### src/rtl/spi_master_fifo.sv
// SPI master with TX/RX FIFOs, configurable prescaler/mode/bit order and CS_NUM slave selects.
// Optional macro SPI_MASTER_RX_STALL_EN: hold transfers while the RX FIFO is full instead of dropping words.
module spi_master_fifo #(
  parameter int WORD_LEN   = 8,
  parameter int FIFO_DEPTH = 4,
  parameter int CS_NUM     = 4,
  localparam int CS_W      = (CS_NUM > 1) ? $clog2(CS_NUM) : 1
) (
  input  logic                clk,
  input  logic                rst,
  input  logic [WORD_LEN-1:0] data_in,
  input  logic                wr,
  output logic [WORD_LEN-1:0] data_out,
  input  logic                rd,
  output logic                tx_full,
  output logic                tx_empty,
  output logic                rx_full,
  output logic                rx_empty,
  output logic                senderr,
  output logic                overrun,
  input  logic                res_err,
  input  logic [2:0]          prescaller,
  input  logic [1:0]          mode,
  input  logic                lsbfirst,
  input  logic [CS_W-1:0]     cs_sel,
  output logic                busy,
  output logic                sck,
  output logic                mosi,
  input  logic                miso,
  output logic [CS_NUM-1:0]   ss,
  output logic [1:0]          state_dbg
);
  localparam int AW = $clog2(FIFO_DEPTH);
  localparam int TW = $clog2(2 * WORD_LEN + 1);

  typedef enum logic [1:0] {IDLE, LOAD, SHIFT, TAIL} state_t;
  state_t state;

  // wr and rd are single-cycle strobes sampled on posedge clk; a push is taken only when
  // !tx_full and a pop only when !rx_empty, so the flags act as ready and the strobes as valid.
  logic [WORD_LEN-1:0] tx_mem [FIFO_DEPTH];
  logic [WORD_LEN-1:0] rx_mem [FIFO_DEPTH];
  logic [AW-1:0]       tx_wp, tx_rp, rx_wp, rx_rp;
  logic [AW:0]         tx_cnt, rx_cnt;

  logic [2:0]          cfg_pre;
  logic                cfg_cpha, cfg_lsb;
  logic [CS_W-1:0]     cfg_cs;
  logic [7:0]          div_cnt, half;
  logic [TW-1:0]       tog_cnt;
  logic [WORD_LEN-1:0] tx_sh, rx_sh, rx_next, rx_word, tx_head;
  logic [CS_NUM-1:0]   ss_val;
  logic                half_end, last_tog, sample_now, shift_now;
  logic                tx_push, tx_pop, rx_push, rx_pop, rx_drop, can_load;

  function automatic logic first_bit(input logic [WORD_LEN-1:0] w, input logic lsb);
    return lsb ? w[0] : w[WORD_LEN-1];
  endfunction

  function automatic logic [WORD_LEN-1:0] adv(input logic [WORD_LEN-1:0] w, input logic lsb);
    return lsb ? (w >> 1) : (w << 1);
  endfunction

  assign tx_empty  = (tx_cnt == '0);
  assign tx_full   = (tx_cnt == (AW+1)'(FIFO_DEPTH));
  assign rx_empty  = (rx_cnt == '0);
  assign rx_full   = (rx_cnt == (AW+1)'(FIFO_DEPTH));
  assign data_out  = rx_empty ? '0 : rx_mem[rx_rp];
  assign tx_head   = tx_mem[tx_rp];
  assign busy      = (state != IDLE);
  assign state_dbg = state;

  assign half       = 8'd1 << cfg_pre;
  assign half_end   = (div_cnt == half - 8'd1);
  assign last_tog   = (state == SHIFT) && half_end && (tog_cnt == TW'(2 * WORD_LEN - 1));
  // Toggle number is tog_cnt+1, so an even tog_cnt marks an odd (leading) toggle.
  assign sample_now = (state == SHIFT) && half_end && (tog_cnt[0] == cfg_cpha);
  assign shift_now  = (state == SHIFT) && half_end && (tog_cnt[0] != cfg_cpha) && !last_tog;
  assign rx_next    = cfg_lsb ? {miso, rx_sh[WORD_LEN-1:1]} : {rx_sh[WORD_LEN-2:0], miso};
  assign rx_word    = sample_now ? rx_next : rx_sh;

  assign tx_push = wr && !tx_full;
  assign tx_pop  = (state == LOAD);
  assign rx_push = last_tog && !rx_full;
  assign rx_pop  = rd && !rx_empty;
`ifdef SPI_MASTER_RX_STALL_EN
  assign can_load = !rx_full;
  assign rx_drop  = 1'b0;
`else
  assign can_load = 1'b1;
  assign rx_drop  = last_tog && rx_full;
`endif

  always_comb begin
    ss_val = '1;
    for (int i = 0; i < CS_NUM; i++) begin
      if (cfg_cs == CS_W'(i)) ss_val[i] = 1'b0;
    end
  end

  always_ff @(posedge clk) begin
    if (!rst) begin
      tx_wp  <= '0;
      tx_rp  <= '0;
      tx_cnt <= '0;
    end else begin
      if (tx_push) begin
        tx_mem[tx_wp] <= data_in;
        tx_wp         <= tx_wp + 1'b1;
      end
      if (tx_pop) tx_rp <= tx_rp + 1'b1;
      tx_cnt <= tx_cnt + (AW+1)'(tx_push) - (AW+1)'(tx_pop);
    end
  end

  always_ff @(posedge clk) begin
    if (!rst) begin
      rx_wp  <= '0;
      rx_rp  <= '0;
      rx_cnt <= '0;
    end else begin
      if (rx_push) begin
        rx_mem[rx_wp] <= rx_word;
        rx_wp         <= rx_wp + 1'b1;
      end
      if (rx_pop) rx_rp <= rx_rp + 1'b1;
      rx_cnt <= rx_cnt + (AW+1)'(rx_push) - (AW+1)'(rx_pop);
    end
  end

  // A new error in the same cycle as res_err keeps the flag set.
  always_ff @(posedge clk) begin
    if (!rst) begin
      senderr <= 1'b0;
      overrun <= 1'b0;
    end else begin
      if (wr && tx_full) senderr <= 1'b1;
      else if (res_err)  senderr <= 1'b0;
      if (rx_drop)       overrun <= 1'b1;
      else if (res_err)  overrun <= 1'b0;
    end
  end

  always_ff @(posedge clk) begin
    if (!rst) begin
      state    <= IDLE;
      sck      <= 1'b0;
      mosi     <= 1'b1;
      ss       <= '1;
      div_cnt  <= '0;
      tog_cnt  <= '0;
      cfg_pre  <= '0;
      cfg_cpha <= 1'b0;
      cfg_lsb  <= 1'b0;
      cfg_cs   <= '0;
      tx_sh    <= '0;
      rx_sh    <= '0;
    end else begin
      case (state)
        IDLE: begin
          cfg_pre  <= prescaller;
          cfg_cpha <= mode[0];
          cfg_lsb  <= lsbfirst;
          cfg_cs   <= cs_sel;
          sck      <= mode[1];
          mosi     <= 1'b1;
          ss       <= '1;
          if (!tx_empty && can_load) state <= LOAD;
        end
        LOAD: begin
          ss      <= ss_val;
          div_cnt <= '0;
          tog_cnt <= '0;
          rx_sh   <= '0;
          if (cfg_cpha) begin
            tx_sh <= tx_head;
          end else begin
            mosi  <= first_bit(tx_head, cfg_lsb);
            tx_sh <= adv(tx_head, cfg_lsb);
          end
          state <= SHIFT;
        end
        SHIFT: begin
          if (half_end) begin
            div_cnt <= '0;
            sck     <= ~sck;
            tog_cnt <= tog_cnt + 1'b1;
            if (sample_now) rx_sh <= rx_next;
            if (shift_now) begin
              mosi  <= first_bit(tx_sh, cfg_lsb);
              tx_sh <= adv(tx_sh, cfg_lsb);
            end
            if (last_tog) state <= TAIL;
          end else begin
            div_cnt <= div_cnt + 8'd1;
          end
        end
        TAIL: begin
          // When stalled on a full RX FIFO the counter parks at its end value with ss held low.
          if (half_end) begin
            if (!tx_empty && can_load) begin
              div_cnt <= '0;
              state   <= LOAD;
            end else if (tx_empty) begin
              div_cnt <= '0;
              ss      <= '1;
              state   <= IDLE;
            end
          end else begin
            div_cnt <= div_cnt + 8'd1;
          end
        end
        default: state <= IDLE;
      endcase
    end
  end
endmodule
### config.mk
export PLATFORM = sky130hd
export DESIGN_NAME = spi_master_fifo
export DESIGN_NICKNAME = d
export VERILOG_FILES = /design/src/rtl/spi_master_fifo.sv
export SDC_FILE = /design/constraint.sdc
export NUM_CORES = 1
export LEC_CHECK = 0
export CORE_ASPECT_RATIO = 1.5
export CORE_UTILIZATION = 50
export CTS_BUF_LIST = sky130_fd_sc_hd__clkbuf_16
export DETAILED_ROUTE_END_ITERATION = 7
export GPL_TIMING_DRIVEN = 1
export PLACE_DENSITY = 0.67
export SKIP_LAST_GASP = 1
export SYNTH_ARGS = -nofsm -noshare
export SYNTH_HDL_FRONTEND = slang
export SYNTH_SLANG_ARGS = --single-unit
### constraint.sdc
create_clock -name clk -period 6.4 [get_ports clk]
set_input_delay 0.64 -clock clk [delete_from_list [all_inputs] [get_ports clk]]
set_output_delay 0.64 -clock clk [all_outputs]
set_load 0.02 [all_outputs]
After elaboration in Yosys (flattened, before gate mapping)
Memories as Yosys holds them, arrays and structs flattened. A register that Yosys moved wholly into a read port is not among the register bits.
Cells that the tools add are included.
{"block": "word_totals", "out_inout_bits": 23, "n_memories": 2, "ff_bits": 60, "input_bits": 22, "ramBits": 64, "word_cells": 136}
{"memory": "rx_mem", "depth": 4, "word_bits": 8, "read_ports": 1, "rd_ports_with_merged_regs": 1, "wr": 1, "line": "42", "rtl": "logic [WORD_LEN-1:0] rx_mem [FIFO_DEPTH];"}
{"memory": "tx_mem", "depth": 4, "word_bits": 8, "read_ports": 1, "rd_ports_with_merged_regs": 1, "wr": 1, "line": "41", "rtl": "logic [WORD_LEN-1:0] tx_mem [FIFO_DEPTH];"}
{"block": "op_classes", "n_reduce_logical": 33, "addsub": 11, "bitwise": 1, "eq_ne": 19, "n_mux": 49, "n_shift": 1}
{"cell": "$mux W8", "count": 10}
{"cell": "$pmux W8 S2", "count": 3}
{"cell": "$mux W1", "count": 20}
{"cell": "$mux W2", "count": 8}
{"cell": "$ne A2 B2 Y1 const B", "count": 7}
{"cell": "$pmux W4 S3", "count": 1}
{"cell": "$reduce_bool A2 Y1", "count": 6}
{"cell": "$logic_and A1 B1 Y1", "count": 10}
{"cell": "$pmux W5 S2", "count": 1}
{"cell": "$add A2 B1 Y2 const B", "count": 4}
{"cell": "$add A8 B1 Y8 const B", "count": 1}
{"cell": "$eq A2 B2 Y1 const B", "count": 4}
{"cell": "$eq A8 B8 Y1", "count": 1}
{"cell": "$mux W4", "count": 2}
{"cell": "$pmux W2 S4", "count": 1}
{"cell": "$reduce_and A4 Y1", "count": 2}
{"cell": "$shl A1 B3 Y8 const A", "count": 1}
{"cell": "$sub A8 B1 Y8 const B", "count": 1}
{"cell": "$add A3 B1 Y3", "count": 2}
{"cell": "$eq A3 B3 Y1 const B", "count": 2}
{"cell": "$logic_not A3 Y1", "count": 2}
{"cell": "$reduce_and A3 Y1", "count": 2}
{"cell": "$reduce_bool A3 Y1", "count": 2}
{"cell": "$sub A3 B1 Y3", "count": 2}
{"cell": "13 further kinds", "count": 19}

Depth between registers and ports, before layout
Gate-level depths: netlist of run 1.
{"block": "depth", "ltp_word": 10, "depth_mapped": 13, "mapped_depth_nobuf": 12}

Worst setup path before layout of run 1
OpenSTA, ideal clock, no wires.
{"block": "synth_timing", "kind": "register to register", "start": "register cfg_pre[2]", "end": "register rx_cnt[2]", "synth_period_minus_slack_ps": 3176, "t_required_ps": 6272, "t_arrival_ps": 3048, "stages_incl_launch_ff": 13, "path_slack_ps": 3224, "path_cell_list": "dfxtp_1 -> buf_6 -> or3_1 -> ha_1 -> xor2_1 -> mux2i_1 -> o22a_1 -> nand4_1 -> xor2_1 -> ha_1 -> fa_1 -> xnor2_1 -> nor2_1"}
{"block": "synth_between", "elab_chain_cells": 8}
{"element": "start, declared", "line": "46", "rtl": "logic [2:0] cfg_pre;"}
{"element": "start signal, assigned", "line": "161", "rtl": "cfg_pre <= prescaller;"}
{"element": "$shl A1 B3 Y8", "line": "73", "rtl": "assign half = 8'd1 << cfg_pre;"}
{"element": "$sub A8 B1 Y8", "line": "74", "rtl": "assign half_end = (div_cnt == half - 8'd1);"}
{"element": "$eq A8 B8 Y1", "line": "74"}
{"element": "$logic_and A1 B1 Y1 (2 in series)", "line": "75", "rtl": "assign last_tog = (state == SHIFT) && half_end && (tog_cnt == TW'(2 * WORD_LEN - 1));"}
{"element": "$logic_and A1 B1 Y1", "line": "84", "rtl": "assign rx_push = last_tog && !rx_full;"}
{"element": "$add A3 B1 Y3", "line": "127", "rtl": "rx_cnt <= rx_cnt + (AW+1)'(rx_push) - (AW+1)'(rx_pop);"}
{"element": "$sub A3 B1 Y3", "line": "127"}
{"element": "end signal, assigned", "line": "127"}
{"element": "end, declared", "line": "44", "rtl": "logic [AW:0] tx_cnt, rx_cnt;"}
No other way between the ends.
A chain may end at the register's enable or synchronous reset.

Worst setup path after layout of run 1
Same ends and word-level chain as after synthesis.

==> results of run 1 <==
## cell type report
| cell class | count | area [sq um] |
|---|---|---|
| Fill cell | 995 | 4776 |
| Sequential cell | 128 | 3203 |
| Multi-Input combinational cell | 364 | 2803 |
| Timing Repair Buffer | 47 | 462.9 |
| Clock buffer | 17 | 425.4 |
| Tap cell | 153 | 191.4 |
| Clock inverter | 15 | 148.9 |
| Inverter | 18 | 67.56 |
## kinds of logic after synthesis
kind of cell	after synthesis	share of synthesized area, %
AOI/OAI and AO/OA	91	10.93
muxes	59	12.86
buffers and inverters	52	3.556
and+or+nand+nor	173	13.94
adders and majority gates	21	4.461
xor gates and xnor gates	20	2.813
DFF	128	51.44
## worst reg2reg max path, cell delays in order (launching register included)
cell	delay [ns]
dfxtp_1	0.43
or3_1	0.42
ha_1	0.27
nor3b_2	0.21
nor4_1	0.37
o211a_1	0.61
nand4_1	0.36
xor2_1	0.26
ha_1	0.20
fa_1	0.37
xnor2_1	0.17
nor2_1	0.06
## synthesized netlist by cell type, drive strengths merged, types with 7 or more instances
cell type,count
xor2,12
ha,19
o21ai,7
mux2i,35
dfxtp,64
mux2,8
nor3b,7
xnor2,8
clkbuf,25
and3,7
buf,9
nor3,11
mux4,16
nand2,60
edfxtp,64
o21a,8
o22ai,7
and2,12
nand3,14
a21oi,30
inv,18
nor2,31
## registers in the layout (all words and copies together), names as in the netlist, 2 cells and up, named ones only
| signal | flops |
|---|---|
| tog_cnt | 5 |
| tx_sh | 8 |
| tx_mem | 32 |
| rx_rp | 2 |
| rx_mem | 32 |
| rx_sh | 8 |
| state_dbg | 2 |
| tx_rp | 2 |
| ss | 4 |
| tx_cnt | 3 |
| rx_cnt | 3 |
| cfg_pre | 3 |
| div_cnt | 8 |
| cfg_cs | 2 |
| tx_wp | 2 |
| rx_wp | 2 |
## metal layers
metal	vias up	track usage (%)
met5	-	0
met4	0	9.555
met3	24	4.989
met2	84	37.07
met1	2082	22.05
li1	2065	-
## stage by stage
step	setup slack (ns)	power, mW	util, %	instances	cell area, sq um
after floorplan	3.224	1.794	-	544	6227
after global placement	2.701	2.029	55.70	710	6728
after detailed placement	2.559	2.065	55.70	710	6728
after CTS	2.542	3.003	60.46	742	7302
after global routing	2.319	3.137	60.46	742	7302
final	2.528	2.975	60.46	742	7302
## how the worst max path moves through the flow
stage                end  slack, ns  cells after the start
2_1_floorplan  rx_cnt[2]       3.22                     12
3_3_place_gp   rx_cnt[2]       2.70                     11
3_5_place_dp   rx_cnt[2]       2.56                     11
4_1_cts        rx_cnt[2]       2.54                     11
5_1_grt        rx_cnt[2]       2.32                     11
6_report       rx_cnt[2]       2.53                     11
## power by group through the flow
stage,Sequential [mW],Combinational [mW],Clock [mW]
3_3_place_gp,1.09,0.941,0
3_5_place_dp,1.09,0.970,0
5_1_grt,1.10,1.05,0.986
2_1_floorplan,1.03,0.769,0
4_1_cts,1.08,0.975,0.950
6_report,1.08,0.968,0.931
==> flow_summary.toml, run 1 <==
[outcome]
run_status = "complete, no violations"

[yosys]
synth_area_per_cell_sq_um = 11.45
synthArstFlopShare_pct = 0
synth-edff-count = 64
synth_top_area_share_pct = 30.86
ys.flop_type = "edfxtp_1"
synth_warnings = 0
syn_area_sq_um = 6227
netlist_top_cells_area = "edfxtp_1, dfxtp_1, mux4_2"
ys_seq_elements = 128
ys_seq_area_share_pct = 51.44
netlist-cell-type-count = 64
syn_inst = 544
synth_top_area_cell = "edfxtp_1"
synth_fp_nets = 587

[worst_setup_path]
required_ns = 6.69
cpMostUsedCell = "ha_1"
cp.arrival_ns = 4.16
r2r-end = "rx_cnt[2]"
crit_path_top_delay_cell = "o211a_1"
r2r_cells = 11
ff2ff_setup_slack_ns = 2.53
worstSetupEndpointType = "flop"
worst-path-buf-inv = 0
cp-startpoint = "cfg_pre[2]"
worst_path_largest_cell_delay_ns = 0.61
r2r_start = "cfg_pre[2]"
cp_cell_sequence = "or3_1 > ha_1 > nor3b_2 > nor4_1 > o211a_1 > nand4_1 > xor2_1 > ha_1 > fa_1 > xnor2_1 > nor2_1"
startpoint_type = "flop"
cp_top_family = "simple AND/OR/NAND/NOR gates"
worst-setup-path-type = "reg -> reg"
crit_fanout = 21

[floorplanning]
initial_core_util_pct = 51.56
rows = 49
die_h_microns = 138.7
dieArea_sq_um = 12910
io_pins = 45
fp.coreArea_sq_um = 12080
die_width_microns = 93.12

[clock_network]
cts-resized-gates = 0
clk_pin_slew_worst_paths_ns = 0.06
clk_path_buf_depth = 2
h-tree-depth = 4
cts-root-buf = "clkbuf_16"
clk_latency_ns = 0.42
cts_buffers = 17
cts.hold.buffers_added = 0
cts_tree = "done"
clock_sink_count = 128
cts_setup_buffers = 0

[layout]
final_cell_mix = "dfxtp_1, edfxtp_1, nand2_1, clkdlybuf4s50_1, mux2i_1"
drive_above_1_share_pct = 12.05
area_growth_pct = 17.26
final_nets = 619
diodes = 0

[timing]
skew_ns = 0.005935
fin_crit_sh_pct = 60.50
finalSetupViolCount = 0
tightest_slew_ns = 1.118
timing.setup.tns_ns = 0
post-route-min-period_ns = 3.872
finalHoldViolations = 0
max_freq_mhz = 258.3
rsz0062_at_grt = "no"
hold-worst-slack_ns = 0.4744
slew_headroom_pct = 25.38
slew_violations = 0

[routing]
drc = 0
drt-met1-wl_mm = 4.953
viasPerCell = 5.735
wl_per_cell_microns = 16.67
dr_wl_met2_mm = 6.758
ant_nets = 0
drtIter0Drc = 208
met3_length_microns = 419
totalWireLength_mm = 12.37
top_layer = "met4"
vias = 4255
firstDrtPassIters = 4

[pwr]
leakage_nw = 2.626
internal_power_mw = 1.933
power.share.switching_pct = 35.02
ir_drop_mv = 0.2112
p_comb_share_pct = 32.5
p_clk_share_pct = 31.3
p_switching_mw = 1.042
power.density_nw_per_um2 = 407.4
pwr-share-seq_pct = 36.2

[hold_path]
min_to = "tog_cnt[4]"
holdCritPathClass = "reg -> reg"
hp-start = "tog_cnt[4]"
whs_path_depth = 2

[placed_design]
place_congestion = 0.8007
place.port_buffers = 44
dp_hpwl_mm = 8.580

[global_routing]
grt_pass1_wl_mm = 20.56
antenna_found_initial = 0
grt.total_usage_pct = 20.52
grt_pass1_vias = 4272
grt_max_degree = 51
grt_overflow = 0

[run]
drv_cap = 0
No activity file was read; power rests on OpenSTA's default activity.
==> run 2, diff against run 1 <==
==> constraint.sdc (replaced) <==
create_clock -name clk -period 3.7 [get_ports clk]
set_input_delay 0.37 -clock clk [delete_from_list [all_inputs] [get_ports clk]]
set_output_delay 0.37 -clock clk [all_outputs]
set_load 0.02 [all_outputs]
==> run 2 against run 1 <==
Against the previous run:
- sequential power is 70% higher
- register-to-register slack worse by 2.3 ns
- design area up 1.1%
- worst hold slack better by 0.0043 ns
- combinational power increased by 78%
==> flow_summary.toml, run 2 (same netlist as run 1, synthesis figures left out) <==
[worst_setup_path]
r2r_cells = 11
worstSetupEndpointType = "flop"
r2r-end = "rx_cnt[2]"
cp.arrival_ns = 3.77
worst-setup-path-type = "reg -> reg"
startpoint_type = "flop"
crit_fanout = 13
r2r_start = "cfg_pre[2]"
worst_path_largest_cell_delay_ns = 0.44
crit_path_top_delay_cell = "dfxtp_1"
worst-path-buf-inv = 0
ff2ff_setup_slack_ns = 0.21
cp_top_family = "adder cells"
cp-endpoint = "rx_cnt[2]"
required_ns = 3.98
cp-startpoint = "cfg_pre[2]"
crit_cells = 11
cp_cell_sequence = "or3_1 > ha_1 > xor2_1 > mux2i_2 > o22a_1 > nand4_1 > xor2_1 > ha_1 > fa_1 > xnor2_1 > nor2_1"

[floorplanning]
dieArea_sq_um = 12910
die_width_microns = 93.12
initial_core_util_pct = 51.56
rows = 49
io_pins = 45
fp.coreArea_sq_um = 12080
die_h_microns = 138.7

[pwr]
power.density_nw_per_um2 = 709.9
ir_drop_mv = 0.4304
leakage_nw = 2.663

[timing]
timing.setup.tns_ns = 0
slew_headroom_pct = 29.76
slew_violations = 0
finalSetupViolCount = 0
skew_ns = 0.005743
tightest_slew_ns = 1.054
post-route-min-period_ns = 3.488
finalHoldViolations = 0
fin_crit_sh_pct = 94.27
max_freq_mhz = 286.7

[clock_network]
clock_sink_count = 128
h-tree-depth = 4
clk_path_buf_depth = 2
cts-root-buf = "clkbuf_16"
cts_tree = "done"
clk_latency_ns = 0.41
clk_pin_slew_worst_paths_ns = 0.06
cts_buffers = 17

[routing]
vias = 4334
viasPerCell = 5.786
wl_per_cell_microns = 16.63
firstDrtPassIters = 5
ant_nets = 0
drtIter0Drc = 160
totalWireLength_mm = 12.46
drc = 0

[global_routing]
grt_pass1_wl_mm = 21.00
grt_overflow = 0
grt_pass1_vias = 4333
antenna_found_initial = 0
grt.total_usage_pct = 20.91
grt_max_degree = 50

[placed_design]
dp_hpwl_mm = 8.722
placed_cells = 715
place.port_buffers = 44
place_congestion = 0.8143

[layout]
area_growth_pct = 18.51
reg.largest.list = "rx_mem: 32 flops, tx_mem: 32 flops"
finish.utilization_pct = 61.10
drive_above_1_share_pct = 13.26
final_nets = 626
diodes = 0
final_cell_mix = "dfxtp_1, edfxtp_1, nand2_1, clkdlybuf4s50_1, mux2i_1"
layoutNonFillerInstCount = 749

[hold_path]
holdCritPathClass = "reg -> reg"

[run]
drv_cap = 0

[outcome]
run_status = "complete, no violations"
-- run 2: worst register-to-register path: cells and delay by family, from the launching register on --
family,cells,cell delay [ns]
compound gates,1,0.29
xor+xnor,3,0.71
fa+ha+maj,3,0.87
flops,1,0.44
mux,1,0.33
simple gates,3,0.71
-- run 2: metrics by stage --
stage | power [mW] | area [sq um] | worst slack [ns] | hold slack [ns]
3_3_place_gp | 3.538 | 6765 | 0.3691 | 0.4570
5_1_grt | 5.509 | 7380 | -0.001702 | 0.4986
4_1_cts | 5.276 | 7361 | 0.1291 | 0.4805
3_5_place_dp | 3.585 | 6765 | 0.1336 | 0.4720
6_report | 5.238 | 7380 | 0.2122 | 0.4787
2_1_floorplan | 3.104 | 6227 | 0.5244 | 0.4418
-- run 2: layout make-up --
cell class | count | area, sq um
Clock buffer | 17 | 425.4
Clock inverter | 15 | 170.2
Fill cell | 965 | 4698
Inverter | 18 | 67.56
Multi-Input combinational cell | 364 | 2806
Sequential cell | 128 | 3203
Tap cell | 153 | 191.4
Timing Repair Buffer | 54 | 515.5
-- run 2: worst min-delay path by stage --
stage / cells after the start / end / slack (ns) / startpoint
2_1_floorplan: 2 / tx_sh[2] / 0.44 / tx_sh[2]
3_3_place_gp: 2 / tog_cnt[4] / 0.46 / tog_cnt[4]
3_5_place_dp: 2 / tx_sh[6] / 0.47 / tx_sh[6]
4_1_cts: 2 / tx_sh[6] / 0.48 / tx_sh[6]
5_1_grt: 2 / tx_sh[6] / 0.50 / tx_sh[6]
6_report: 2 / tx_sh[6] / 0.48 / tx_sh[6]
-- run 2: per-layer routing --
metal | routed length [microns] | track usage, %
met1 | 5117 | 23.57
met2 | 6703 | 37.11
met3 | 385 | 4.550
met4 | 250 | 9.474
met5 | 0 | 0
-- run 2: what timing repair did --
| item | CTS | global route |
|---|---|---|
| hold buffers | 0 | 0 |
| buffers inserted | 0 | 2 |
| endpoints found under the setup margin | 0 | 2 |
| gates resized for setup | 0 | 1 |
-- run 2: power by group --
group | leakage [nW] | total (mW) | switching (mW) | internal, mW
registers | 1.07 | 1.84 | 0.197 | 1.64
clock network | 0.284 | 1.68 | 0.668 | 1.01
logic | 1.31 | 1.72 | 0.941 | 0.778
total | 2.66 | 5.24 | 1.81 | 3.43
